**src/rtl/ctrl_pipeline.sv**
```systemverilog
// rtl/ctrl_pipeline.sv - MIPS control decode with EX/MEM/WB control pipeline registers
// Optional load-use stall detection is enabled by defining CTRL_LOADUSE_EN.
module ctrl_pipeline #(
    parameter int ALUOP_W = 4,
    parameter int REG_W   = 5,
    parameter int CNT_W   = 8
) (
    input  logic               clk,
    input  logic               rst,
    input  logic               id_valid,
    input  logic [5:0]         opcode,
    input  logic [5:0]         func,
    input  logic [REG_W-1:0]   rs,
    input  logic [REG_W-1:0]   rt,
    input  logic [REG_W-1:0]   rd,
    input  logic               flush,
    input  logic               hold,
    output logic               stall_out,
    output logic [ALUOP_W-1:0] ex_aluop,
    output logic               ex_alusrc,
    output logic               ex_signextend,
    output logic               ex_branch,
    output logic [1:0]         ex_shift,
    output logic [1:0]         ex_pc_source,
    output logic [REG_W-1:0]   ex_dest,
    output logic               mem_readmem,
    output logic               mem_writemem,
    output logic               mem_regwrite,
    output logic               mem_memtoreg,
    output logic [REG_W-1:0]   mem_dest,
    output logic               wb_regwrite,
    output logic               wb_memtoreg,
    output logic [REG_W-1:0]   wb_dest,
    output logic               illegal,
    output logic [CNT_W-1:0]   illegal_cnt
);
    localparam logic [ALUOP_W-1:0] ALU_NOP  = ALUOP_W'(0);
    localparam logic [ALUOP_W-1:0] ALU_ADD  = ALUOP_W'(1);
    localparam logic [ALUOP_W-1:0] ALU_SUB  = ALUOP_W'(2);
    localparam logic [ALUOP_W-1:0] ALU_AND  = ALUOP_W'(3);
    localparam logic [ALUOP_W-1:0] ALU_OR   = ALUOP_W'(4);
    localparam logic [ALUOP_W-1:0] ALU_XOR  = ALUOP_W'(5);
    localparam logic [ALUOP_W-1:0] ALU_NOR  = ALUOP_W'(6);
    localparam logic [ALUOP_W-1:0] ALU_SLT  = ALUOP_W'(7);
    localparam logic [ALUOP_W-1:0] ALU_SLTU = ALUOP_W'(8);
    localparam logic [ALUOP_W-1:0] ALU_SLL  = ALUOP_W'(9);
    localparam logic [ALUOP_W-1:0] ALU_SRL  = ALUOP_W'(10);
    localparam logic [ALUOP_W-1:0] ALU_SRA  = ALUOP_W'(11);
    localparam logic [ALUOP_W-1:0] ALU_LUI  = ALUOP_W'(12);
    localparam logic [ALUOP_W-1:0] ALU_ADDU = ALUOP_W'(13);
    localparam logic [ALUOP_W-1:0] ALU_SUBU = ALUOP_W'(14);

    typedef struct packed {
        logic [ALUOP_W-1:0] aluop;
        logic               alusrc;
        logic               signextend;
        logic               branch;
        logic [1:0]         shift;
        logic [1:0]         pc_source;
        logic               readmem;
        logic               writemem;
        logic               regwrite;
        logic               memtoreg;
        logic [REG_W-1:0]   dest;
    } ctrl_t;

    ctrl_t dec, bubble, ex_q;
    logic  regdst, is_jal, reads_rt, is_illegal, hazard, load_illegal;

    always_comb begin
        dec        = '0;
        dec.aluop  = ALU_NOP;
        regdst     = 1'b0;
        is_jal     = 1'b0;
        reads_rt   = 1'b0;
        is_illegal = 1'b0;
        case (opcode)
            6'h00: begin
                regdst   = 1'b1;
                reads_rt = 1'b1;
                dec.regwrite = 1'b1;
                case (func)
                    6'h20: dec.aluop = ALU_ADD;
                    6'h21: dec.aluop = ALU_ADDU;
                    6'h22: dec.aluop = ALU_SUB;
                    6'h23: dec.aluop = ALU_SUBU;
                    6'h24: dec.aluop = ALU_AND;
                    6'h25: dec.aluop = ALU_OR;
                    6'h26: dec.aluop = ALU_XOR;
                    6'h27: dec.aluop = ALU_NOR;
                    6'h2A: dec.aluop = ALU_SLT;
                    6'h2B: dec.aluop = ALU_SLTU;
                    6'h00: begin dec.aluop = ALU_SLL; dec.shift = 2'b01; end
                    6'h02: begin dec.aluop = ALU_SRL; dec.shift = 2'b01; end
                    6'h03: begin dec.aluop = ALU_SRA; dec.shift = 2'b01; end
                    6'h08: begin
                        dec.regwrite  = 1'b0;
                        dec.branch    = 1'b1;
                        dec.pc_source = 2'b01;
                    end
                    default: dec.regwrite = 1'b0;
                endcase
            end
            6'h08: begin dec.aluop = ALU_ADD;  dec.alusrc = 1'b1; dec.signextend = 1'b1; dec.regwrite = 1'b1; end
            6'h09: begin dec.aluop = ALU_ADDU; dec.alusrc = 1'b1; dec.signextend = 1'b1; dec.regwrite = 1'b1; end
            6'h0A: begin dec.aluop = ALU_SLT;  dec.alusrc = 1'b1; dec.signextend = 1'b1; dec.regwrite = 1'b1; end
            6'h0C: begin dec.aluop = ALU_AND;  dec.alusrc = 1'b1; dec.regwrite = 1'b1; end
            6'h0D: begin dec.aluop = ALU_OR;   dec.alusrc = 1'b1; dec.regwrite = 1'b1; end
            6'h0F: begin dec.aluop = ALU_LUI;  dec.alusrc = 1'b1; dec.shift = 2'b10; dec.regwrite = 1'b1; end
            6'h23: begin
                dec.aluop    = ALU_ADD;
                dec.alusrc   = 1'b1;
                dec.signextend = 1'b1;
                dec.readmem  = 1'b1;
                dec.regwrite = 1'b1;
                dec.memtoreg = 1'b1;
            end
            6'h2B: begin
                dec.aluop    = ALU_ADD;
                dec.alusrc   = 1'b1;
                dec.signextend = 1'b1;
                dec.writemem = 1'b1;
                reads_rt     = 1'b1;
            end
            6'h04, 6'h05: begin
                dec.aluop = ALU_SUB; dec.signextend = 1'b1; dec.branch = 1'b1; reads_rt = 1'b1;
            end
            6'h01, 6'h07: begin dec.aluop = ALU_SLT; dec.signextend = 1'b1; dec.branch = 1'b1; end
            6'h02: dec.pc_source = 2'b10;
            6'h03: begin dec.pc_source = 2'b10; dec.regwrite = 1'b1; is_jal = 1'b1; end
            default: is_illegal = 1'b1;
        endcase
        dec.dest = regdst ? rd : (is_jal ? REG_W'(31) : rt);
        // Writes to register 0 are architecturally discarded.
        if (dec.dest == '0)
            dec.regwrite = 1'b0;
    end

    always_comb begin
        bubble       = '0;
        bubble.aluop = ALU_NOP;
    end

`ifdef CTRL_LOADUSE_EN
    assign hazard = id_valid && ex_q.readmem && (ex_q.dest != '0) &&
                    ((ex_q.dest == rs) || (reads_rt && (ex_q.dest == rt)));
`else
    logic unused_loaduse;
    assign unused_loaduse = ^{rs, reads_rt};
    assign hazard = 1'b0;
`endif

    assign stall_out    = hazard && !flush;
    assign load_illegal = id_valid && !flush && !hazard && is_illegal;

    always_ff @(posedge clk or posedge rst) begin
        if (rst) begin
            ex_q         <= '0;
            mem_readmem  <= 1'b0;
            mem_writemem <= 1'b0;
            mem_regwrite <= 1'b0;
            mem_memtoreg <= 1'b0;
            mem_dest     <= '0;
            wb_regwrite  <= 1'b0;
            wb_memtoreg  <= 1'b0;
            wb_dest      <= '0;
            illegal      <= 1'b0;
            illegal_cnt  <= '0;
        end else if (hold) begin
            illegal <= 1'b0;
        end else begin
            if (flush || !id_valid || hazard || is_illegal)
                ex_q <= bubble;
            else
                ex_q <= dec;
            illegal <= load_illegal;
            if (load_illegal && (illegal_cnt != '1))
                illegal_cnt <= illegal_cnt + 1'b1;
            mem_readmem  <= ex_q.readmem;
            mem_writemem <= ex_q.writemem;
            mem_regwrite <= ex_q.regwrite;
            mem_memtoreg <= ex_q.memtoreg;
            mem_dest     <= ex_q.dest;
            wb_regwrite  <= mem_regwrite;
            wb_memtoreg  <= mem_memtoreg;
            wb_dest      <= mem_dest;
        end
    end

    assign ex_aluop      = ex_q.aluop;
    assign ex_alusrc     = ex_q.alusrc;
    assign ex_signextend = ex_q.signextend;
    assign ex_branch     = ex_q.branch;
    assign ex_shift      = ex_q.shift;
    assign ex_pc_source  = ex_q.pc_source;
    assign ex_dest       = ex_q.dest;
endmodule

```
**config.mk**
```make
export PLATFORM = sky130hd
export DESIGN_NAME = ctrl_pipeline
export DESIGN_NICKNAME = d
export VERILOG_FILES = /design/src/rtl/ctrl_pipeline.sv
export SDC_FILE = /design/constraint.sdc
export NUM_CORES = 1
export LEC_CHECK = 0
export BUFFER_PORTS_ARGS = -buffer_cell sky130_fd_sc_hd__buf_2
export CORE_UTILIZATION = 45
export DETAILED_ROUTE_END_ITERATION = 7
export PLACE_DENSITY = 0.71
export RECOVER_POWER = 25
export SYNTH_ARGS = -nofsm -noshare
export SYNTH_HDL_FRONTEND = slang
export SYNTH_SLANG_ARGS = --single-unit
```
**constraint.sdc**
```tcl
create_clock -name clk -period 4.45 [get_ports clk]
set_input_delay 0.445 -clock clk [delete_from_list [all_inputs] [get_ports clk]]
set_output_delay 0.445 -clock clk [all_outputs]
set_load 0.1 [all_outputs]
```
==> impl_metrics.py <==
metrics = {
    "route": {
        "remaining_drc_errors": 0,
        "antenna_left": 0,
        "vias": 2004,
        "firstDrtPassIters": 4,
        "wire_per_inst_um": 14.3,
        "first_iter_violations": 90,
        "routed_wl_um": 5280,
        "vias_per_cell": 5.43,
    },
    "floorplan": {
        "core_um2": 5200,
        "die_width_um": 76.4,
        "die_y_um": 76.4,
        "start_util": 0.479,
        "rows": 26,
        "io_pins": 74,
        "die_area_um2": 5840,
    },
    "sta": {
        "fin_ws_ns": 2.22,
        "slew_headroom": -0.501,
        "fin_crit_sh": 0.502,
        "layout_min_cycle_time_ns": 2.23,
        "fmax_ghz": 0.448,
        "hold_viol_final": 0,
        "timing.hold.ws_ns": 0.452,
        "setup_viol": 0,
        "rsz0062_at_grt": "false",
        "finalSetupTns_ns": 0,
        "finalMaxSlewViolations": 44,
        "fin_skew_ns": 0.00458,
        "tightest_slew_ns": 2.25,
    },
    "job": {
        "maxCapViolations": 1,
    },
    "clock_network": {
        "path_clk_slew_ns": 0.09,
        "clock_path_buffers": 2,
        "cts_hold_buffers": 0,
        "cts_made_buffers": 5,
        "clkLatencyLatePin_ns": 0.30,
        "htreeDepth": 2,
        "postCtsResizedCells": 0,
        "post_cts_buffers": 0,
        "cts_sinks": 43,
        "cts_root_buf": "clkbuf_8",
        "cts_tree": "built",
    },
    "layout": {
        "n_fill_cell": 517,
        "layout.nets": 331,
        "drive_gt1_frac": 0.328,
        "final_util": 0.544,
        "syn_to_final_growth_pct": 13.5,
        "antenna_cells": 0,
    },
    "worst_setup_path": {
        "cp-start-kind": "input port",
        "crit_fanout": 43,
        "critPathKind": "input port to async pin",
        "cp_slowest_cell": "clkbuf_1",
        "cp_cell_sequence": "buf_2, clkinv_1, clkbuf_1",
        "worstPathRequired_ns": 4.40,
        "worstSetupEndpointType": "async pin",
        "path_buf_inv": 3,
        "slowest_delay_ns": 1.60,
        "arrival_ns": 2.19,
        "crit_family": "buffers and inverters",
    },
    "logic_synthesis": {
        "syn-cell-area_um2": 2490,
        "synth_cell_types": 56,
        "synth_top_flop_cell": "dfrtp_1",
        "synth_edf_count": 0,
        "yosysMostFrequentCell": "dfrtp_1",
        "netlist.top_cell.by_area": "dfrtp_1",
        "synth_top_area_frac": 0.432,
        "synth.area.top_cells": "dfrtp_1 43%, mux2_2 7.2%, buf_4 4.5%, o21ai_0 2.8%, nand2_1 2.7%",
        "synthTopCellsByCount": "43 x dfrtp_1, 18 x nand2_1, 16 x mux2_2, 15 x buf_4, 15 x clkbuf_1",
        "ys_seq_elements": 43,
        "syn_nets": 288,
        "syn_area_per_cell_um2": 9.77,
        "yosysSeqAreaShare": 0.432,
        "synthArstFlopShare": 1.00,
        "syn_inst": 255,
        "synth_warnings": 0,
    },
    "pwr": {
        "p_leak_nw": 1.39,
        "irDropWorstVdd_uv": 499,
        "power_density_nw_per_um2": 363,
    },
    "global_routing": {
        "grt_usage": 0.192,
        "gr-total-overflow": 0,
        "first_global_vias": 1910,
        "grt_start_max_net_pins": 44,
        "antenna_found_initial": 0,
        "grt_pass1_wl_um": 8980,
    },
    "min_path": {
        "hp-class": "input port to flip-flop",
    },
    "place": {
        "dp_slack_ns": 1.99,
        "gp_congestion": 0.777,
        "hpwlAfterDp_um": 3760,
        "portBuffers": 67,
    },
    "status": {
        "violations": "capacitance limit, slew limit",
        "outcome": "complete, but fails checks",
    },
}
==> worst reg2reg max path, cell delays in order (launching register included) <==
cell and delay (ns):
dfrtp_1 0.42, ha_1 0.27, and4_1 0.22, a211oi_2 0.40, mux2_2 0.39
==> state kept, by name (all words and copies together), names as in the netlist <==
signal and cells:
mem_dest 5, illegal 1, ex_alusrc 1, ex_shift 2, wb_dest 5, mem_readmem 1, ex_pc_source 2, ex_dest 5
illegal_cnt 8, mem_regwrite 1, ex_q 3, wb_regwrite 1, ex_branch 1, mem_writemem 1, ex_aluop 4, ex_signextend 1
wb_memtoreg 1
==> layout by cell type, fill, tap and decap left out, types with 5 or more instances in the layout <==
| cell | n |
|---|---|
| nand3_1 | 5 |
| mux2_2 | 16 |
| o22ai_1 | 5 |
| clkbuf_8 | 5 |
| nor2_1 | 11 |
| a22o_1 | 7 |
| buf_2 | 67 |
| a21oi_1 | 13 |
| nor2b_1 | 10 |
| inv_1 | 5 |
| nand2_1 | 18 |
| dfrtp_1 | 43 |
| nand2b_1 | 10 |
| o21ai_0 | 14 |
==> metrics by stage <==
stage                     std cells  area (um^2)  power (mW)
final                           369         2830        1.03
after global routing            369         2830        1.08
after CTS                       369         2830        1.04
after detailed placement        361         2740       0.780
after global placement          361         2740       0.776
after floorplan                 255         2490       0.717
==> worst paths after layout <==
path	startpoint	end	slack [ns]	depth (start not counted)
hold reg to reg	ex_pc_source[0]	ex_pc_source[0]	0.48	1
setup reg to reg	illegal_cnt[0]	illegal_cnt[1]	2.64	4
setup / recovery	rst	ex_aluop[0]	2.22	3
hold / removal	rt[3]	ex_dest[3]	0.45	3
max in group clk	opcode[2]	ex_q[6]	2.30	6
min in group asynchronous	rst	mem_dest[1]	0.96	3
==> final cells by class <==
type                            count  area, um^2  share of cell area
Sequential cell                    43        1080               0.380
Clock buffer                        5        68.8              0.0243
Clock inverter                      3        25.0             0.00885
Multi-Input combinational cell    174        1210               0.428
Timing Repair Buffer               68         339               0.120
Inverter                            6        22.5             0.00796
Tap cell                           70        87.6              0.0310
==> power breakdown <==
group          internal (mW)  total [mW]  switching (mW)
Clock                  0.112       0.253           0.141
Sequential             0.414       0.442          0.0284
Combinational         0.0703       0.330           0.260
==> per-layer routing <==
metal / GRT usage / vias to the layer above / wire length [um]
met3: 0.0359 / 5 / 281
li1: - / 997 / -
met1: 0.250 / 956 / 2430
met4: 0.0635 / 0 / 57
met2: 0.322 / 46 / 2510
met5: 0 / - / 0
==> kinds of logic (layout without fill, tap and decap cells) <==
| logic type | after synthesis | in the layout | synth area share |
|---|---|---|---|
| adder cells (fa/ha/maj) | 2 | 2 | 0.00904 |
| AO/OA/AOI/OAI | 69 | 69 | 0.203 |
| other | 1 | 1 | 0.00150 |
| buffers and inverters | 38 | 82 | 0.0828 |
| multiplexers | 17 | 17 | 0.0768 |
| XOR/XNOR | 5 | 5 | 0.0176 |
| flip-flops | 43 | 43 | 0.432 |
| AND/OR/NAND/NOR | 80 | 80 | 0.177 |
Power figures use the tool's default switching activity.
